--- config.mk ---
export PLATFORM = sky130hd
export DESIGN_NAME = fetch_unit
export DESIGN_NICKNAME = d
export VERILOG_FILES = /design/src/rtl/cpu_types_pkg.sv /design/src/rtl/fetch_perf_cnt.sv /design/src/rtl/fetch_unit.sv
export SDC_FILE = /design/constraint.sdc
export NUM_CORES = 1
export LEC_CHECK = 0
export BUFFER_PORTS_ARGS = -buffer_cell sky130_fd_sc_hd__buf_4
export CAP_MARGIN = 0
export CELL_PAD_IN_SITES_DETAIL_PLACEMENT = 0
export CELL_PAD_IN_SITES_GLOBAL_PLACEMENT = 1
export CORE_ASPECT_RATIO = 1.25
export CORE_MARGIN = 2
export CORE_UTILIZATION = 35
export DETAILED_ROUTE_END_ITERATION = 12
export HOLD_SLACK_MARGIN = 0.02
export PLACE_DENSITY_LB_ADDON = 0.1
export SLEW_MARGIN = 0
export SYNTH_ARGS = -nofsm -noshare
export SYNTH_HDL_FRONTEND = slang
export SYNTH_SLANG_ARGS = --single-unit
--- constraint.sdc ---
create_clock -name CLK -period 5.5 [get_ports CLK]
set_input_delay 0.55 -clock CLK [delete_from_list [all_inputs] [get_ports CLK]]
set_output_delay 0.55 -clock CLK [all_outputs]
set_load 0.01 [all_outputs]
--- src/rtl/cpu_types_pkg.sv ---
// Shared CPU types: machine word, fetch FSM states and PC increment.
package cpu_types_pkg;

    localparam int unsigned WORD_W = 32;

    typedef logic [WORD_W-1:0] word_t;

    typedef enum logic [1:0] {
        FETCH  = 2'd0,
        HOLD   = 2'd1,
        HALTED = 2'd2
    } fetch_state_t;

    localparam word_t PC_STEP = 32'd4;

endpackage

--- src/rtl/fetch_perf_cnt.sv ---
// Saturating event counter used for fetch stall statistics.
module fetch_perf_cnt
    import cpu_types_pkg::*;
(
    input  logic  CLK,
    input  logic  RST,
    input  logic  inc,
    output word_t count
);

    // Count qualifying cycles, sticking at all-ones instead of wrapping.
    always_ff @(posedge CLK or posedge RST) begin
        if (RST) begin
            count <= '0;
        end else if (inc && (count != '1)) begin
            count <= count + word_t'(1);
        end
    end

endmodule

--- src/rtl/fetch_unit.sv ---
// Instruction fetch front end: owns the PC, requests words from the icache,
// holds each fetched word for a valid/ready handshake, follows redirects
// and stops for good on halt.
// Optional feature macro: FETCH_PERF_EN adds the fetch_stall_cnt output.
module fetch_unit
    import cpu_types_pkg::*;
#(
    parameter word_t PC_INIT = 32'h0000_0000
) (
    input  logic  CLK,
    input  logic  RST,
    output logic  iREN,
    output word_t iaddr,
    input  logic  ihit,
    input  word_t iload,
    output word_t imemload,
    output logic  instr_valid,
    input  logic  instr_ready,
    output word_t instr_pc,
    output word_t npc,
    input  logic  pc_load,
    input  word_t pc_target,
    input  logic  halt
`ifdef FETCH_PERF_EN
    ,
    output word_t fetch_stall_cnt
`endif
);

    localparam word_t ALIGN_MASK = ~word_t'(3);
    localparam word_t PC_RESET   = PC_INIT & ALIGN_MASK;

    fetch_state_t state, state_nxt;
    word_t        pc, pc_nxt;
    word_t        ir, ir_nxt;

    // State, PC and instruction registers.
    always_ff @(posedge CLK or posedge RST) begin
        if (RST) begin
            state <= FETCH;
            pc    <= PC_RESET;
            ir    <= '0;
        end else begin
            state <= state_nxt;
            pc    <= pc_nxt;
            ir    <= ir_nxt;
        end
    end

    // Next state: halt beats redirect, redirect beats hit/consume.
    always_comb begin
        state_nxt = state;
        pc_nxt    = pc;
        ir_nxt    = ir;
        if (halt) begin
            state_nxt = HALTED;
        end else begin
            case (state)
                FETCH: begin
                    if (pc_load) begin
                        pc_nxt    = pc_target & ALIGN_MASK;
                        state_nxt = FETCH;
                    end else if (ihit) begin
                        ir_nxt    = iload;
                        state_nxt = HOLD;
                    end
                end
                HOLD: begin
                    if (pc_load) begin
                        pc_nxt    = pc_target & ALIGN_MASK;
                        state_nxt = FETCH;
                    end else if (instr_ready) begin
                        pc_nxt    = pc + PC_STEP;
                        state_nxt = FETCH;
                    end
                end
                HALTED: begin
                    state_nxt = HALTED;
                end
                default: begin
                    state_nxt = FETCH;
                end
            endcase
        end
    end

    // Outputs decoded from registered state; no request while reset is held.
    assign iREN        = (state == FETCH) && !RST;
    assign iaddr       = pc;
    assign instr_valid = (state == HOLD);
    assign imemload    = ir;
    assign instr_pc    = pc;
    assign npc         = pc + PC_STEP;

`ifdef FETCH_PERF_EN
    // Cycles spent requesting without a hit; HALTED never counts.
    fetch_perf_cnt u_perf_cnt (
        .CLK   (CLK),
        .RST   (RST),
        .inc   ((state == FETCH) && !ihit),
        .count (fetch_stall_cnt)
    );
`endif

endmodule

# Word level (Yosys, flattened, before mapping)
# Index checks and enable logic that the tools add are counted.
[totals]
reg_bits = 66
inputBits = 70
output_inout_bits = 130
elab_cells = 29
mem_bits_ro = 0
mem_count = 0
ram_bits = 0
latch_bits = 0
[op_classes]
bitwise_logic = 2
reduce_logical = 7
mul = 0
eq_ne = 6
n_mux = 10
add_sub_neg = 1
order_cmp = 0
shift = 0
div = 0
[op_table]
columns = ["op", "n"]
rows = [
  ["$mux W32", 3],
  ["$pmux W32 S2", 1],
  ["$add A32 B3 Y32 const B", 1],
  ["$mux W2", 5],
  ["$reduce_and A4 Y1", 2],
  ["$pmux W2 S3", 1],
  ["$ne A4 B1 Y1 const B", 1],
  ["$ne A4 B4 Y1 const B", 1],
  ["$ne A3 B1 Y1 const B", 1],
  ["$eq A2 B1 Y1 const B", 1],
  ["$eq A2 B2 Y1 const B", 1],
  ["$logic_not A2 Y1", 1],
  ["$ne A2 B2 Y1 const B", 1],
  ["$not A1 Y1", 2],
  ["$reduce_and A2 Y1", 1],
  ["$reduce_bool A2 Y1", 1],
  ["$logic_and A1 B1 Y1", 1],
  ["$logic_not A1 Y1", 1],
]

# Logic depth before layout (Yosys ltp)
# Gate-level depths: netlist (run 1).
[logic_depth]
word_depth = 4
depth_mapped = 7
mapped_depth_nobuf = 6

# Least setup slack after synthesis (run 1)
# No wires, ideal clock.
[synth_timing]
path_type = "register -> output"
startpoint = "register pc[3] (netlist: iaddr[3])"
endpoint = "output npc[22]"
t_arrival_ps = 1661
setup_slack_ps = 3289
path_buffers = 1
stages_incl_launch_ff = 7
required_time_ps = 4950
path_cell_list = "dfrtp_1 > ha_1 > and2_1 > and4_1 > buf_2 > nand4_1 > xnor2_1"
[synth_between]
elab_chain_len = 1
[synth_rtl]
columns = ["element", "line", "source"]
rows = [
  ["start, declared", "fetch_unit.sv:34", "word_t pc, pc_nxt;"],
  ["start signal, assigned", "fetch_unit.sv:45", "pc <= pc_nxt;"],
  ["$add A32 B3 Y32", "fetch_unit.sv:93", "assign npc = pc + PC_STEP;"],
  ["end, declared", "fetch_unit.sv:20", "output word_t npc,"],
]
# No other way between the ends.

# Worst setup path after layout (run 1)
[layout_timing]
startpoint = "register pc[2] (netlist: iaddr[2])"
endpoint = "output npc[22]"
# Same word-level chain as after synthesis.

==> impl_metrics.env, run 1 <==
export IMPL_synthTopCellsByArea="dfrtp_1 43%, mux2_2 9.7%, buf_4 7.2%, xnor2_1 5.4%, a21oi_1 3.1%"
export IMPL_reg2reg_to="iaddr[23]$_DFFE_PP0P_"
export IMPL_synth_xor_area_share_pct=6.57
export IMPL_cp_top_family="simple AND/OR/NAND/NOR gates"
export IMPL_rsz0062_at_grt="no"
export IMPL_antenna_found_initial=0
export IMPL_synth_seq_area_share_pct=42.9
export IMPL_cts_buffers=9
export IMPL_critPathLaunch="iaddr[2]$_DFFE_PP0P_"
export IMPL_max_slew_margin_pct=28.8
export IMPL_tns_ns=0
export IMPL_finalClockSkew_ns=0.00923
export IMPL_path_buf_inv=1
export IMPL_vias=3403
export IMPL_fmax_mhz=335
export IMPL_hold_violations=0
export IMPL_cts_resized=0
export IMPL_dp_hpwl_um=8110
export IMPL_worstSetupStartpointType="flip-flop"
export IMPL_floorplan_die_area_um2=11500
export IMPL_drtPass1Iterations=4
export IMPL_postCtsSetupBuffers=0
export IMPL_clkTransAtPathRegs_ns=0.06
export IMPL_tightest_slew_ns=1.07
export IMPL_cp_slowest_cell="and4_1"
export IMPL_dieWidth_um=96.4
export IMPL_synth_edff_count=0
export IMPL_crit_fanout=11
export IMPL_clk_latency_ns=0.32
export IMPL_worst_r2r_path_depth=4
export IMPL_whs_ns=0.430
export IMPL_maxCapViolCount=0
export IMPL_wirelength_um=11000
export IMPL_yosysUniqueCellTypes=42
export IMPL_wl_per_cell_um=16.3
export IMPL_cpPeakStageDelay_ns=0.51
export IMPL_viasPerCell=5.04
export IMPL_antenna_left=0
export IMPL_outcome="finished clean"
export IMPL_slew_violations=0
export IMPL_cts_hold_fix_buffers=0
export IMPL_synthArstFlopShare_pct=100
export IMPL_grt_start_max_net_pins=65
export IMPL_crit_arrival_ns=2.43
export IMPL_synth_compound_area_share_pct=14.0
export IMPL_fp_coreArea_um2=10500
export IMPL_synth_top_area_share_pct=42.9
export IMPL_grt_pass1_wl_um=16700
export IMPL_path_class="flip-flop to output port"
export IMPL_clock_sinks=64
export IMPL_clk_path_buf_depth=2
export IMPL_rows=42
export IMPL_cts_tree="built"
export IMPL_endpoint="npc[22]"
export IMPL_start_util_pct=35.5
export IMPL_areaGrowthSynthToFinish_pct=42.2
export IMPL_synth_avg_cell_area_um2=9.75
export IMPL_post_route_util_pct=50.5
export IMPL_cp_data_required_time_ns=4.95
export IMPL_syn_inst=383
export IMPL_drc=0
export IMPL_synthMostInstantiatedCell="dfrtp_1"
export IMPL_die_h_um=119
export IMPL_period_share_pct=54.2
export IMPL_endpoint_kind="output port"
export IMPL_h_tree_depth=3
export IMPL_io_pins=200
export IMPL_synth_adder_area_share_pct=0.335
export IMPL_ys_flop_type="dfrtp_1"
export IMPL_instances_no_fill=675
export IMPL_fin_nets=609
export IMPL_synth_simple_area_share_pct=15.8
export IMPL_synth_mux_area_share_pct=9.92
export IMPL_r2r_setup_slack_ns=3.03
export IMPL_grt_pass1_vias=3198
export IMPL_grt_overflow=0
export IMPL_synth_warnings=0
export IMPL_synth_area_um2=3730
export IMPL_min_period_ns=2.98
export IMPL_r2r_start="state[1]$_DFFE_PP0P_"
export IMPL_drt_iter0_markers=104
export IMPL_worstPathCellList="ha_1 -> and2_1 -> and4_1 -> nand4_1 -> xnor2_1 -> buf_4"
export IMPL_finalPower_uw=1420
export IMPL_synth_top_cell_by_area="dfrtp_1"
export IMPL_layout_drive_gt1_share_pct=46.6
export IMPL_p_per_area_nw_per_um2=268
export IMPL_track_usage_pct=18.9
export IMPL_synth_top_family_by_area="simple AND/OR/NAND/NOR gates"
export IMPL_post_place_cells=659
export IMPL_ir_drop_mv=0.134
export IMPL_cp_depth=6
export IMPL_cts_root_buf="clkbuf_16"
export IMPL_synth_commonest_cells="64 x dfrtp_1, 36 x buf_4, 32 x mux2_2"
export IMPL_io_buffers=191
export IMPL_hp_class="input pin to flip-flop"
export IMPL_gp_congestion=0.773
export IMPL_n_antenna_cell=0
export IMPL_ys_ff_latch=64
export IMPL_power_leakage_uw=0.00261
export IMPL_setup_violations=0
[layout make-up]
cell class | instances | area, um2
multi-input combinational | 259 | 1770
tap | 132 | 165
fill | 1034 | 5200
clock buffer | 10 | 229
timing repair buffer | 196 | 1470
sequential | 64 | 1600
clock inverter | 6 | 36.3
inverter | 8 | 30.0
[metrics by stage]
step           setup slack, ns  cell area (um2)
5_1_grt                   2.25             5310
3_3_place_gp              2.76             5040
6_report                  2.52             5310
4_1_cts                   2.44             5310
3_5_place_dp              2.76             5040
2_1_floorplan             3.29             3750
[cells by family after synthesis]
group,count (synthesis)
and+or+nand+nor,110
AOI/OAI and AO/OA,81
adders and majority gates,1
other,1
muxes,33
xor gates and xnor gates,28
DFF,64
buffers and inverters,65
[power breakdown]
group | internal [uW] | switching (uW) | total, uW
logic | 196 | 141 | 337
clock network | 302 | 203 | 505
registers | 510 | 72.0 | 582
[sequential cells by signal, summed over array words and instances (netlist names)]
| register | cells |
|---|---|
| iaddr | 30 |
| state | 2 |
| imemload | 32 |
[worst min-delay path, delay by kind of cell]
kind / cells / cell delay [ns]
simple gates: 2 / 0.10
buf+inv: 1 / 0.08
[worst min path at each step]
stage | from | endpoint | slack [ns] | cells after the start
floorplan | imemload[17]$_DFFE_PP0P_ | imemload[17]$_DFFE_PP0P_ | 0.55 | 1
global placement | imemload[8]$_DFFE_PP0P_ | imemload[8]$_DFFE_PP0P_ | 0.49 | 1
detailed placement | imemload[8]$_DFFE_PP0P_ | imemload[8]$_DFFE_PP0P_ | 0.50 | 1
CTS | pc_target[17] | iaddr[17]$_DFFE_PP0P_ | 0.42 | 3
global route | iload[6] | imemload[6]$_DFFE_PP0P_ | 0.45 | 2
finish | pc_target[17] | iaddr[17]$_DFFE_PP0P_ | 0.43 | 3
[layer usage]
layer  wire length, um  global-route usage (%)  vias up
li1                  -                       -     1643
met1              4480                    23.2     1614
met2              5480                    32.2      132
met3               865                    4.24       14
met4               157                    6.25        0
met5                 0                       0        -
[cell usage in the layout, fill, tap and decap left out, drive strengths merged, types with 6 or more instances in the layout]
cell | Yosys | final
inv | 8 | 8
clkbuf | 13 | 10
nand3 | 21 | 21
nor3 | 8 | 8
o21ai | 15 | 15
nand4 | 15 | 15
a21oi | 23 | 23
conb | 1 | 6
nand2 | 28 | 28
dfrtp | 64 | 64
a2bb2oi | 13 | 13
nor2 | 20 | 20
mux2 | 32 | 32
o22ai | 13 | 13
buf | 44 | 196
xnor2 | 23 | 23
No activity file was read; power rests on OpenSTA's default activity.
==> run 2, diff against run 1 <==
Settings changed: CORE_UTILIZATION 35 to 29.
Clock period 5.5 ns to 2.5 ns, I/O delays scaled along.
==> impl_metrics.env, run 2 (synthesis results as in run 1) <==
export IMPL_outcome="finished clean"
export IMPL_dieWidth_um=105
export IMPL_path_class="flip-flop to output port"
export IMPL_fill_cells=1273
export IMPL_r2r_start="state[1]$_DFFE_PP0P_"
export IMPL_cp_data_required_time_ns=2.25
export IMPL_clkTransAtPathRegs_ns=0.06
export IMPL_endpoint_kind="output port"
export IMPL_grt_pass1_wl_um=17700
export IMPL_start_util_pct=29.6
export IMPL_maxCapViolCount=0
export IMPL_drt_iter0_markers=132
export IMPL_gp_congestion=0.761
export IMPL_path_buf_inv=2
export IMPL_cpMostUsedCell="buf_4"
export IMPL_p_per_area_nw_per_um2=591
export IMPL_track_usage_pct=16.5
export IMPL_max_slew_margin_pct=55.4
export IMPL_io_pins=200
export IMPL_viasPerCell=4.86
export IMPL_slew_violations=0
export IMPL_fp_coreArea_um2=12600
export IMPL_reg2reg_to="iaddr[26]$_DFFE_PP0P_"
export IMPL_antenna_found_initial=0
export IMPL_largest_reg_flops=32
export IMPL_wirelength_um=11800
export IMPL_fmax_mhz=422
export IMPL_finalClockSkew_ns=0.00702
export IMPL_cts_root_buf="clkbuf_16"
export IMPL_setup_violations=0
export IMPL_cp_slowest_cell="dfrtp_1"
export IMPL_worstSetupStartpointType="flip-flop"
export IMPL_h_tree_depth=3
export IMPL_hold_violations=0
export IMPL_cts_hold_fix_buffers=0
export IMPL_worst_r2r_path_depth=4
export IMPL_n_antenna_cell=0
export IMPL_io_buffers=191
export IMPL_dp_hpwl_um=8410
export IMPL_ir_drop_mv=0.278
export IMPL_instances_no_fill=720
export IMPL_areaGrowthSynthToFinish_pct=46.7
export IMPL_rows=46
export IMPL_worstPathCellList="nand3_1 -> nor4_4 -> buf_4 -> nand4_1 -> xnor2_1 -> buf_4"
export IMPL_clock_sinks=64
export IMPL_grt_overflow=0
export IMPL_drc=0
export IMPL_post_place_cells=702
export IMPL_antenna_left=0
export IMPL_mostFrequentLayoutCells="204 x buf_4, 57 x dfrtp_1, 32 x mux2_2"
export IMPL_fin_area_um2=5480
export IMPL_layout_drive_gt1_share_pct=49.5
export IMPL_grt_start_max_net_pins=33
export IMPL_cp_top_family="simple AND/OR/NAND/NOR gates"
export IMPL_rsz0062_at_grt="yes"
export IMPL_die_h_um=131
export IMPL_tightest_slew_ns=0.668
export IMPL_period_share_pct=94.8
export IMPL_power_leakage_uw=0.00266
export IMPL_final_common_cell="buf_4"
export IMPL_min_period_ns=2.37
export IMPL_cpPeakStageDelay_ns=0.52
export IMPL_grt_pass1_vias=3415
export IMPL_cts_tree="built"
export IMPL_drtPass1Iterations=5
export IMPL_crit_arrival_ns=2.12
export IMPL_crit_fanout=9
export IMPL_r2r_setup_slack_ns=0.54
export IMPL_wl_per_cell_um=16.4
export IMPL_vias=3496
export IMPL_clk_latency_ns=0.33
export IMPL_fin_nets=618
export IMPL_clk_path_buf_depth=2
export IMPL_cts_buffers=9
export IMPL_dpl_cell_area_um2=5140
export IMPL_hp_class="input pin to async pin"
export IMPL_floorplan_die_area_um2=13800
==> run 2: cell types whose count changed in the layout (fill, tap and decap cells not counted), sizes merged <==
cell,before,now
buf,196,204
clkinvlp,1,3
clkbuf,10,11
clkinv,5,1
and4,1,2
inv,8,9
==> run 2: how the worst max path moves through the flow <==
stage	to	cells past startpoint	from	slack (ns)
CTS	npc[31]	5	iaddr[10]$_DFFE_PP0P_	0.05
global route	npc[31]	6	iaddr[19]$_DFFE_PP0P_	-0.04
floorplan	npc[22]	6	iaddr[3]$_DFFE_PP0P_	0.59
detailed placement	npc[30]	6	iaddr[2]$_DFFE_PP0P_	0.20
finish	npc[31]	6	iaddr[19]$_DFFE_PP0P_	0.13
global placement	npc[30]	6	iaddr[2]$_DFFE_PP0P_	0.20
==> run 2: repair_timing <==
item / 4_1_cts / 5_1_grt
gates resized for setup: 3 / 9
pin swaps: 0 / 2
buffers inserted: 0 / 1
endpoints found under the setup margin: 9 / 11
gates cloned: 0 / 1
==> run 2: tightest hold or removal path: stages <==
cell   delay [ns]
buf_4        0.12
inv_2        0.04
buf_4        0.36
==> run 2: per-layer routing <==
| metal | global-route usage (%) | vias to the layer above | routed length [um] |
|---|---|---|---|
| li1 | - | 1670 | - |
| met1 | 20.3 | 1665 | 4770 |
| met2 | 27.3 | 146 | 5860 |
| met3 | 5.31 | 15 | 963 |
| met4 | 5.57 | 0 | 199 |
| met5 | 0 | - | 0 |
==> run 2: final cells by class <==
cell class	instances	area (um2)	area share, %
clock buffer	11	253	4.62
timing repair buffer	204	1530	28.0
tap	168	210	3.84
clock inverter	5	40.0	0.731
inverter	8	30.0	0.548
multi-input combinational	260	1800	32.9
sequential	64	1610	29.4
==> run 2: where the power goes <==
group	internal (uW)	switching [uW]	total, uW
Clock	730	479	1210
Combinational	436	317	753
Sequential	1120	151	1280
==> run 2: per-stage QoR <==
| stage | util [%] | hold slack, ns | power (uW) | setup WS [ns] | TNS [ns] |
|---|---|---|---|---|---|
| after detailed placement | 40.8 | 0.383 | 2050 | 0.201 | 0 |
| after global routing | 43.4 | 0.0557 | 3410 | -0.0440 | -0.0708 |
| after CTS | 43.2 | 0.0264 | 3280 | 0.0521 | 0 |
| after floorplan | - | 0.342 | 1650 | 0.589 | 0 |
| final | 43.4 | 0.0212 | 3240 | 0.129 | 0 |
| after global placement | 40.8 | 0.391 | 2040 | 0.205 | 0 |
